File: src/rtl/v810_arb_pkg.sv
// Shared types for the V810 bus-hold arbiter.
// Contents: hold_state_t, the FSM state type (its 2-bit encoding is also the
//           ST debug output), and OWNER_CPU, the OWNER value that selects the
//           CPU on the external bus mux.
package v810_arb_pkg;

    typedef enum logic [1:0] {
        CPU_OWN  = 2'd0,
        HOLD_REQ = 2'd1,
        GRANT    = 2'd2,
        RELEASE  = 2'd3
    } hold_state_t;

    localparam int OWNER_CPU = 0;

endpackage

File: src/rtl/v810_hold_arb_if.sv
// Bus-hold handshake bundle between the arbiter, the CPU hold pins and the
// alternate bus masters.
// Ports:
//   HLDRQn      hold request to CPU, active-low        (arbiter -> CPU)
//   HLDAKn      hold acknowledge, active-low           (CPU -> arbiter)
//   CPU_DAn     CPU data-access strobe                 (CPU -> arbiter)
//   CPU_BCYSTn  CPU bus-cycle start                    (CPU -> arbiter)
//   M_REQ       per-master request level               (masters -> arbiter)
//   M_GNT       per-master grant, one-hot or zero      (arbiter -> masters)
//   M_YIELD     per-master release-now hint            (arbiter -> masters)
//   OWNER       bus mux select, 0=CPU, i+1=master i    (arbiter -> mux)
//   ST          FSM state, debug                       (arbiter -> debug)
// The master modport is the arbiter side; slave is the CPU/master/mux side.
interface v810_hold_arb_if
    import v810_arb_pkg::*;
#(
    parameter int NM = 2
);
    localparam int OW = $clog2(NM + 1);

    logic          HLDRQn;
    logic          HLDAKn;
    logic          CPU_DAn;
    logic          CPU_BCYSTn;
    logic [NM-1:0] M_REQ;
    logic [NM-1:0] M_GNT;
    logic [NM-1:0] M_YIELD;
    logic [OW-1:0] OWNER;
    hold_state_t   ST;

    modport master (
        output HLDRQn, M_GNT, M_YIELD, OWNER, ST,
        input  HLDAKn, CPU_DAn, CPU_BCYSTn, M_REQ
    );

    modport slave (
        input  HLDRQn, M_GNT, M_YIELD, OWNER, ST,
        output HLDAKn, CPU_DAn, CPU_BCYSTn, M_REQ
    );

endinterface

File: src/rtl/v810_rr_pick.sv
// Combinational round-robin picker: selects the first set request bit at or
// cyclically after ptr.
// Ports:
//   req   in   NM   request vector
//   ptr   in   IW   index with highest priority this round
//   pick  out  NM   one-hot of the winner (zero when no request)
//   idx   out  IW   winner index (0 when no request)
//   any   out  1    at least one request present
module v810_rr_pick #(
    parameter int NM = 2,
    parameter int IW = (NM > 1) ? $clog2(NM) : 1
) (
    input  logic [NM-1:0] req,
    input  logic [IW-1:0] ptr,
    output logic [NM-1:0] pick,
    output logic [IW-1:0] idx,
    output logic          any
);

    logic [IW-1:0] cand;
    logic          found;

    always_comb begin
        pick  = '0;
        idx   = '0;
        found = 1'b0;
        cand  = '0;
        for (int i = 0; i < NM; i++) begin
            cand = IW'((int'(ptr) + i) % NM);
            if (!found && req[cand]) begin
                found      = 1'b1;
                pick[cand] = 1'b1;
                idx        = cand;
            end
        end
    end

    assign any = |req;

endmodule

File: src/rtl/v810_hold_arb.sv
// V810 bus-hold arbiter. Shares the external memory bus between the CPU and
// NM alternate masters using the HLDRQn/HLDAKn handshake. Grants are one-hot
// and round-robin, and the CPU always owns the bus between master tenures.
// Ports:
//   CLK  in  clock; state advances on posedge CLK when CE=1
//   RES  in  synchronous active-high reset, honoured regardless of CE
//   CE   in  clock enable
//   bus  master modport of v810_hold_arb_if (hold handshake, requests,
//        grants, yield hints, OWNER mux select, ST debug state)
module v810_hold_arb
    import v810_arb_pkg::*;
#(
    parameter int NM       = 2,
    parameter int MAX_HOLD = 64,
    parameter int MIN_CPU  = 4,
    parameter int CW       = 8
) (
    input  logic            CLK,
    input  logic            RES,
    input  logic            CE,
    v810_hold_arb_if.master bus
);

    localparam int            OW        = $clog2(NM + 1);
    localparam int            IW        = (NM > 1) ? $clog2(NM) : 1;
    localparam logic [CW-1:0] MIN_CPU_C = CW'(MIN_CPU);
    localparam logic [CW-1:0] HOLD_LAST = CW'((MAX_HOLD > 0) ? MAX_HOLD - 1 : 0);
    localparam logic [IW-1:0] LAST_IDX  = IW'(NM - 1);

    hold_state_t   state, state_nxt;
    logic          hldrqn, hldrqn_nxt;
    logic [NM-1:0] gnt, gnt_nxt;
    logic [NM-1:0] yld, yld_nxt;
    logic [OW-1:0] owner, owner_nxt;
    logic [IW-1:0] rr_ptr, rr_ptr_nxt;
    logic [IW-1:0] winner, winner_nxt;
    logic [CW-1:0] hold_cnt, hold_cnt_nxt;
    logic [CW-1:0] cpu_cnt, cpu_cnt_nxt;

    logic [NM-1:0] pick_vec;
    logic [IW-1:0] pick_idx;
    logic          req_any;
    logic          hold_ok;

    v810_rr_pick #(.NM(NM), .IW(IW)) u_pick (
        .req  (bus.M_REQ),
        .ptr  (rr_ptr),
        .pick (pick_vec),
        .idx  (pick_idx),
        .any  (req_any)
    );

    // The CPU may ack while still finishing a bus cycle; only hand over once
    // both strobes show the bus idle.
    assign hold_ok = !bus.HLDAKn && bus.CPU_DAn && bus.CPU_BCYSTn;

    always_comb begin
        state_nxt    = state;
        hldrqn_nxt   = hldrqn;
        gnt_nxt      = gnt;
        yld_nxt      = yld;
        owner_nxt    = owner;
        rr_ptr_nxt   = rr_ptr;
        winner_nxt   = winner;
        hold_cnt_nxt = hold_cnt;
        cpu_cnt_nxt  = cpu_cnt;
        unique case (state)
            CPU_OWN: begin
                if (cpu_cnt < MIN_CPU_C) cpu_cnt_nxt = cpu_cnt + 1'b1;
                if (req_any && cpu_cnt >= MIN_CPU_C) begin
                    hldrqn_nxt = 1'b0;
                    state_nxt  = HOLD_REQ;
                end
            end
            HOLD_REQ: begin
                if (hold_ok) begin
                    if (req_any) begin
                        gnt_nxt      = pick_vec;
                        owner_nxt    = OW'(pick_idx) + OW'(1);
                        winner_nxt   = pick_idx;
                        hold_cnt_nxt = '0;
                        state_nxt    = GRANT;
                    end else begin
                        // Every request went away before the ack: give the bus
                        // back without a tenure and without rotating priority.
                        hldrqn_nxt = 1'b1;
                        state_nxt  = RELEASE;
                    end
                end
            end
            GRANT: begin
                if (hold_cnt != '1) hold_cnt_nxt = hold_cnt + 1'b1;
                if (MAX_HOLD != 0 && hold_cnt == HOLD_LAST && bus.M_REQ[winner])
                    yld_nxt[winner] = 1'b1;
                if (!bus.M_REQ[winner]) begin
                    gnt_nxt    = '0;
                    yld_nxt    = '0;
                    owner_nxt  = OW'(OWNER_CPU);
                    hldrqn_nxt = 1'b1;
                    rr_ptr_nxt = (winner == LAST_IDX) ? '0 : winner + 1'b1;
                    state_nxt  = RELEASE;
                end
            end
            RELEASE: begin
                if (bus.HLDAKn) begin
                    cpu_cnt_nxt = '0;
                    state_nxt   = CPU_OWN;
                end
            end
            default: state_nxt = CPU_OWN;
        endcase
    end

    always_ff @(posedge CLK) begin
        if (RES) begin
            state    <= CPU_OWN;
            hldrqn   <= 1'b1;
            gnt      <= '0;
            yld      <= '0;
            owner    <= OW'(OWNER_CPU);
            rr_ptr   <= '0;
            winner   <= '0;
            hold_cnt <= '0;
            cpu_cnt  <= MIN_CPU_C;
        end else if (CE) begin
            state    <= state_nxt;
            hldrqn   <= hldrqn_nxt;
            gnt      <= gnt_nxt;
            yld      <= yld_nxt;
            owner    <= owner_nxt;
            rr_ptr   <= rr_ptr_nxt;
            winner   <= winner_nxt;
            hold_cnt <= hold_cnt_nxt;
            cpu_cnt  <= cpu_cnt_nxt;
        end
    end

    assign bus.HLDRQn  = hldrqn;
    assign bus.M_GNT   = gnt;
    assign bus.M_YIELD = yld;
    assign bus.OWNER   = owner;
    assign bus.ST      = state;

endmodule

File: src/flat_wrapper.sv
// flat-port wrapper written by rule: the top's interface ports become plain ports
module v810_hold_arb_flat import v810_arb_pkg::*;
#(
    parameter int NM       = 2,
    parameter int MAX_HOLD = 64,
    parameter int MIN_CPU  = 4,
    parameter int CW       = 8
)
  (CLK, RES, CE, bus_HLDRQn, bus_M_GNT, bus_M_YIELD, bus_OWNER, bus_ST, bus_HLDAKn, bus_CPU_DAn, bus_CPU_BCYSTn, bus_M_REQ);
  v810_hold_arb_if #(.NM(NM)) bus_i ();
  input  logic CLK;
  input  logic RES;
  input  logic CE;
  output wire logic [$bits(bus_i.HLDRQn)-1:0] bus_HLDRQn;
  output wire logic [$bits(bus_i.M_GNT)-1:0] bus_M_GNT;
  output wire logic [$bits(bus_i.M_YIELD)-1:0] bus_M_YIELD;
  output wire logic [$bits(bus_i.OWNER)-1:0] bus_OWNER;
  output wire logic [$bits(bus_i.ST)-1:0] bus_ST;
  input wire logic [$bits(bus_i.HLDAKn)-1:0] bus_HLDAKn;
  input wire logic [$bits(bus_i.CPU_DAn)-1:0] bus_CPU_DAn;
  input wire logic [$bits(bus_i.CPU_BCYSTn)-1:0] bus_CPU_BCYSTn;
  input wire logic [$bits(bus_i.M_REQ)-1:0] bus_M_REQ;
  assign bus_HLDRQn = bus_i.HLDRQn;
  assign bus_M_GNT = bus_i.M_GNT;
  assign bus_M_YIELD = bus_i.M_YIELD;
  assign bus_OWNER = bus_i.OWNER;
  assign bus_ST = bus_i.ST;
  assign bus_i.HLDAKn = bus_HLDAKn;
  assign bus_i.CPU_DAn = bus_CPU_DAn;
  assign bus_i.CPU_BCYSTn = bus_CPU_BCYSTn;
  assign bus_i.M_REQ = bus_M_REQ;
  v810_hold_arb #(.NM(NM), .MAX_HOLD(MAX_HOLD), .MIN_CPU(MIN_CPU), .CW(CW)) u_core (.CLK(CLK), .RES(RES), .CE(CE), .bus(bus_i));
endmodule
File: config.mk
export PLATFORM = sky130hd
export DESIGN_NAME = v810_hold_arb_flat
export DESIGN_NICKNAME = d
export VERILOG_FILES = /design/src/rtl/v810_arb_pkg.sv /design/src/rtl/v810_hold_arb_if.sv /design/src/rtl/v810_rr_pick.sv /design/src/rtl/v810_hold_arb.sv /design/src/flat_wrapper.sv
export SDC_FILE = /design/constraint.sdc
export NUM_CORES = 1
export LEC_CHECK = 0
export ABC_CLOCK_PERIOD_IN_PS = 2300
export CAP_MARGIN = 20
export CORE_MARGIN = 3
export CORE_UTILIZATION = 50
export DETAILED_ROUTE_END_ITERATION = 16
export HOLD_SLACK_MARGIN = 0.08
export PLACE_DENSITY_LB_ADDON = 0.2
export SYNTH_ARGS = -nofsm -noshare
export SYNTH_HDL_FRONTEND = slang
export SYNTH_HIERARCHICAL = 1
export SYNTH_SLANG_ARGS = --single-unit
File: constraint.sdc
create_clock -name CLK -period 2.3 [get_ports CLK]
set_clock_uncertainty 0.1 [all_clocks]
set_input_delay 0.23 -clock CLK [delete_from_list [all_inputs] [get_ports CLK]]
set_output_delay 0.23 -clock CLK [all_outputs]
set_load 0.02 [all_outputs]
==> metrics.cfg, run 1 <==
[global_routing]
grt_use_total_pct = 21.08
antenna_found_initial = 0
grt_pass1_wl_mm = 5.940
grt_max_degree = 26
grt_pass1_vias = 1361
grt_overflow = 0

[power]
powerDensity_nw_per_um2 = 560.7
ir_worst_vdd_v = 0.0004938
pwr-share-comb_pct = 26.8
p_sw_share_pct = 32.31
seqPwrFrac_pct = 50.7
p_leak_uw = 0.0006223
p_int_uw = 677.6
p_clk_share_pct = 22.5
p_sw_uw = 323.4

[synthesis]
synthFlopType = dfxtp_1
async_flop_share_pct = 0
syn_area_per_cell_um2 = 8.341
yosys_warnings = 6
synth-seq-cells = 27
syn-num-nets = 195
ys_seq_area_share_pct = 36.00
synthCells = 180
synth_area_um2 = 1501
ys_types = 40
ys_top_cells_by_area = dfxtp_1 36%, a21oi_1 7.0%, ha_1 5.8%, nor2_1 3.8%, o21ai_0 3.7%
synth_top_area_share_pct = 36.00
synth_enable_flop_cells = 0
yosys.area.top_type = dfxtp_1

[final_layout]
regArea_um2 = 540.5
antenna_cells = 0
drive_above_1_share_pct = 10.84
fillers = 255
nets = 219
fin_cells = 234
areaGrowthSynthToFinish_pct = 18.92
final_util_pct = 63.65
multi_input_area_um2 = 893.4

[cts]
clock_latency_ns = 0.34
clockBufferDepth = 2
cts.sink_count = 27
ctsHtreeMaxLevel = 1
numCtsBuffers = 3
hold_buffers = 0
path_clk_slew_ns = 0.16
post_cts_resized = 0
cts_tree = yes
root_buffer = clkbuf_4
post_cts_buffers = 0

[place]
hpwl_mm = 2.474
place.gp.congestion = 0.8311
port_buffers = 16
dp.cells = 230

[route]
drc = 0
viasPerCell = 6.056
drtPass1Iterations = 4
drt_iter0_drc = 41
routedWlPerCell_um = 14.56
drt_wl_total_mm = 3.408
ant_nets = 0
num_vias = 1417

[die]
die_w_um = 60.80
fp.dieH_um = 60.80
fp-row-count = 19
start_util_pct = 53.52
boundaryPins = 17
core_um2 = 2805
die_area_um2 = 3697

[timing]
fmax_mhz = 466.0
fin_tns_setup_ns = 0
max_slew_margin_pct = 37.06
period_needed_ns = 2.146
fin_crit_sh_pct = 93.31
hold_viol = 0
grt_setup_unrepaired = false
drv_slew = 0
tightest_slew_ns = 0.9369
finalSetupViolCount = 0

[setup_path]
cp-start-kind = register
cp.arrival_ns = 2.33
crit_fanout = 8
setup.worst_path.end_class = register
worstSetupPathType = reg -> reg
cp_data_required_time_ns = 2.49

[flow_run]
cap_violations = 0

[run_status]
outcome = complete, no violations

[hold_path]
hold_class = reg -> reg

## cell usage in the layout, fill, tap and decap left out, types with 2 or more instances in the layout
cell / n
o41ai_1: 2
and3_1: 2
or4_1: 6
dfxtp_1: 27
or3b_2: 3
nand4_1: 3
o21bai_1: 3
a21boi_1: 3
inv_1: 11
clkdlybuf4s50_1: 16
nand3_1: 8
ha_1: 7
o31ai_1: 5
buf_4: 8
mux2i_1: 3
clkbuf_4: 3
nor2_1: 15
o21ai_0: 11
a31oi_1: 6
nor3_1: 2
a31o_2: 3
nand2_1: 7
a21oi_1: 21
a41oi_1: 2
nor2b_1: 4
or3_1: 5
## cells in the mapped netlist (2+ instances only)
master    count
nand3_1       8
mux2i_1       3
nor2b_1       4
o21bai_1      3
a21oi_1      21
inv_1        11
a31o_2        3
nand4_1       3
or3b_2        3
o31ai_1       5
and3_1        2
or3_1         5
nor2_1       15
dfxtp_1      27
buf_2         3
nand2_1       7
a21boi_1      3
a31oi_1       6
nor3_1        2
or4_1         6
a41oi_1       2
o41ai_1       2
o21ai_0      11
clkbuf_1      3
ha_1          7
## final timing paths
| kind | start | end | slack (ns) | cells after the start |
|---|---|---|---|---|
| worst min-delay path | u_core/bus.M_GNT[1] | u_core/bus.M_GNT[1] | 0.39 | 2 |
| worst max register to register | u_core/bus.ST[0] | u_core/cpu_cnt[7] | 0.15 | 6 |
| worst min register to register | u_core/bus.M_GNT[1] | u_core/bus.M_GNT[1] | 0.39 | 2 |
| worst max-delay path | u_core/bus.ST[0] | u_core/cpu_cnt[7] | 0.15 | 6 |
## power groups by stage
| stage | clock network [uW] | logic [uW] | registers, uW |
|---|---|---|---|
| final | 225 | 269 | 507 |
| after global routing | 260 | 295 | 511 |
| after CTS | 236 | 264 | 507 |
| after detailed placement | 0 | 262 | 517 |
| after global placement | 0 | 256 | 516 |
| after floorplan | 0 | 146 | 533 |
## kinds of logic after synthesis
| group | Yosys count | synth area share [%] |
|---|---|---|
| AND/OR/NAND/NOR | 65 | 25.42 |
| AO/OA/AOI/OAI | 60 | 25.50 |
| flip-flops | 27 | 36.00 |
| buffers and inverters | 17 | 4.500 |
| adder cells (fa/ha/maj) | 7 | 5.833 |
| multiplexers | 4 | 2.750 |
## critical path, stage by stage (launching register included)
cell and delay [ns]:
dfxtp_1 0.37, inv_1 0.12, ha_1 0.34, mux2i_1 0.18
or4_1 0.53, or3_1 0.31, a21oi_1 0.15
## stage by stage
step / hold slack [ns] / area [um^2] / setup slack (ns) / total power (uW)
after floorplan: 0.2799 / 1501 / 0.2850 / 679.1
after global placement: 0.3618 / 1754 / 0.1984 / 772.1
after detailed placement: 0.3681 / 1754 / 0.1097 / 779.6
after CTS: 0.3921 / 1785 / 0.1796 / 1007
after global routing: 0.4154 / 1785 / 0.06064 / 1066
final: 0.3926 / 1785 / 0.1539 / 1001
## sequential cells by signal (all words and copies together) (netlist names)
register            cells
u_core/winner           1
u_core/bus.M_GNT        2
u_core/bus.OWNER        2
u_core/rr_ptr           1
u_core/bus.M_YIELD      2
u_core/bus.ST           2
u_core/hold_cnt         8
u_core/cpu_cnt          8
u_core/bus.HLDRQn       1
## cell type report
| class | instances | share of cell area [%] |
|---|---|---|
| Multi-Input combinational cell | 136 | 50.04 |
| Sequential cell | 27 | 30.27 |
| Timing Repair Buffer | 25 | 13.45 |
| Inverter | 11 | 2.313 |
| Tap cell | 31 | 2.172 |
| Clock buffer | 3 | 1.261 |
| Clock inverter | 1 | 0.4905 |
## layer usage
layer,GRT usage (%),up-vias,part of all wire [%]
met5,0,-,0
met4,8.359,0,1.0
met1,28.02,659,49
li1,-,718,-
met2,32.67,35,45
met3,5.319,5,4.5
No activity file was read; power rests on OpenSTA's default activity.
==> inputs of run 2 (changes only) <==
--- a/config.mk
+++ b/config.mk
@@ -7,7 +7,7 @@
 export LEC_CHECK = 0
 export ABC_CLOCK_PERIOD_IN_PS = 2300
 export CAP_MARGIN = 20
-export CORE_MARGIN = 3
+export CORE_MARGIN = 4
 export CORE_UTILIZATION = 50
 export DETAILED_ROUTE_END_ITERATION = 16
 export HOLD_SLACK_MARGIN = 0.08
==> run 2 against run 1 <==
Against the previous run: core utilization grew 0.089 points; worst setup slack got worse by 0.011 ns; global-route usage is 2.3 points lower; critical endpoint unchanged; largest cell class unchanged.
==> metrics.cfg, run 2 (same netlist as run 1, synthesis figures left out) <==
[timing]
period_needed_ns = 2.157
fin_tns_setup_ns = 0
finalSetupViolCount = 0
drv_slew = 0
max_slew_margin_pct = 59.62
hold_viol = 0
grt_setup_unrepaired = false
fmax_mhz = 463.5
tightest_slew_ns = 0.5979
fin_crit_sh_pct = 93.80

[final_layout]
fin_cells = 235
fillers = 246
antenna_cells = 0
top_regs = u_core/cpu_cnt (8), u_core/hold_cnt (8)
drive_above_1_share_pct = 10.78
layout_commonest_cell = dfxtp_1
areaGrowthSynthToFinish_pct = 19.08
final_util_pct = 63.74
layout_common_cells = 27 x dfxtp_1, 21 x a21oi_1, 16 x clkdlybuf4s50_1
nets = 220

[setup_path]
setup.worst_path.end_class = register
rr_worst_depth = 6
cp_data_required_time_ns = 2.48
r2r_end = u_core/cpu_cnt[7]
cp_num_buf_inv = 1
crit_fanout = 8
cp.arrival_ns = 2.34
path_cells = inv_1, ha_1, mux2i_1, or4_1, or3_1, a21oi_1
r2r_start = u_core/bus.ST[0]
critPathTopFamily = simple AND/OR/NAND/NOR gates
cp-start-kind = register
worstSetupPathType = reg -> reg
crit_slowest_cell = or4_1
rrSetupSlack_ns = 0.14
slowest_delay_ns = 0.55
crit_start = u_core/bus.ST[0]

[route]
drt_iter0_drc = 81
ant_nets = 0
routedWlPerCell_um = 14.52
viasPerCell = 6.094
drt_wl_total_mm = 3.413
num_vias = 1432
drtPass1Iterations = 4
drc = 0

[hold_path]
whs_path_depth = 2
worstHoldEndpoint = u_core/bus.OWNER[0]
hold_class = reg -> reg
holdCritStartpoint = u_core/bus.OWNER[0]

[global_routing]
antenna_found_initial = 0
grt_pass1_wl_mm = 6.127
grt_use_total_pct = 18.76
grt_overflow = 0
grt_pass1_vias = 1398
grt_max_degree = 26

[cts]
path_clk_slew_ns = 0.15
cts_tree = yes
root_buffer = clkbuf_4
cts.sink_count = 27
post_cts_resized = 0
post_cts_buffers = 0
hold_buffers = 0
clock_latency_ns = 0.33
numCtsBuffers = 3
clockBufferDepth = 2
ctsHtreeMaxLevel = 1

[flow_run]
cap_violations = 0

[place]
port_buffers = 16
hpwl_mm = 2.475
place.gp.congestion = 0.8621
dp.cells = 230

[die]
start_util_pct = 53.52
die_w_um = 62.80
fp-row-count = 19
core_um2 = 2805
die_area_um2 = 3944
fp.dieH_um = 62.80
boundaryPins = 17

[power]
ir_worst_vdd_v = 0.0003492
p_leak_uw = 0.0006239
powerDensity_nw_per_um2 = 551.2

[run_status]
outcome = complete, no violations

[run 2: worst max path at each step]
stage                                endpoint  slack, ns  cells after the start
after global placement     u_core/hold_cnt[6]       0.22                      7
after CTS                   u_core/cpu_cnt[7]       0.16                      6
after floorplan           u_core/bus.M_GNT[0]       0.29                      7
after global routing        u_core/cpu_cnt[7]       0.04                      6
after detailed placement   u_core/hold_cnt[5]       0.14                      7
final                       u_core/cpu_cnt[7]       0.14                      6
[run 2: cell type report]
| class | instances | area [um^2] | share of cell area, % |
|---|---|---|---|
| Multi-Input combinational cell | 136 | 893.4 | 49.97 |
| Clock buffer | 4 | 26.28 | 1.470 |
| Inverter | 11 | 41.29 | 2.309 |
| Sequential cell | 27 | 540.5 | 30.23 |
| Tap cell | 31 | 38.79 | 2.169 |
| Timing Repair Buffer | 26 | 247.7 | 13.86 |
[run 2: metrics by stage]
stage | setup WS (ns) | hold slack [ns] | instance area (um^2) | power (uW)
final | 0.1427 | 0.3881 | 1788 | 985.5
after global routing | 0.03643 | 0.4174 | 1788 | 1045
after CTS | 0.1617 | 0.3889 | 1780 | 990.7
after detailed placement | 0.1405 | 0.3705 | 1754 | 782.9
after global placement | 0.2152 | 0.3623 | 1754 | 774.6
after floorplan | 0.2850 | 0.2799 | 1501 | 679.1
[run 2: where the power goes]
part	internal, uW	switching [uW]	leakage [uW]
combinational	116	153	0.000390
sequential	490	17.5	0.000218
clock	68.1	141	0.0000150
[run 2: tightest hold or removal path, delay by kind of cell, from the launching register on]
kind            cells  cell delay, ns
flops               1            0.33
compound gates      2            0.12
[run 2: routing by layer]
| metal | vias to the layer above | wire length [um] | track usage (%) | share of wire (%) |
|---|---|---|---|---|
| met1 | 666 | 1679 | 25.77 | 49 |
| met4 | 0 | 23 | 4.959 | 0.67 |
| met3 | 2 | 216 | 5.216 | 6.3 |
| li1 | 720 | - | - | - |
| met5 | - | 0 | 0 | 0 |
| met2 | 44 | 1494 | 28.76 | 44 |
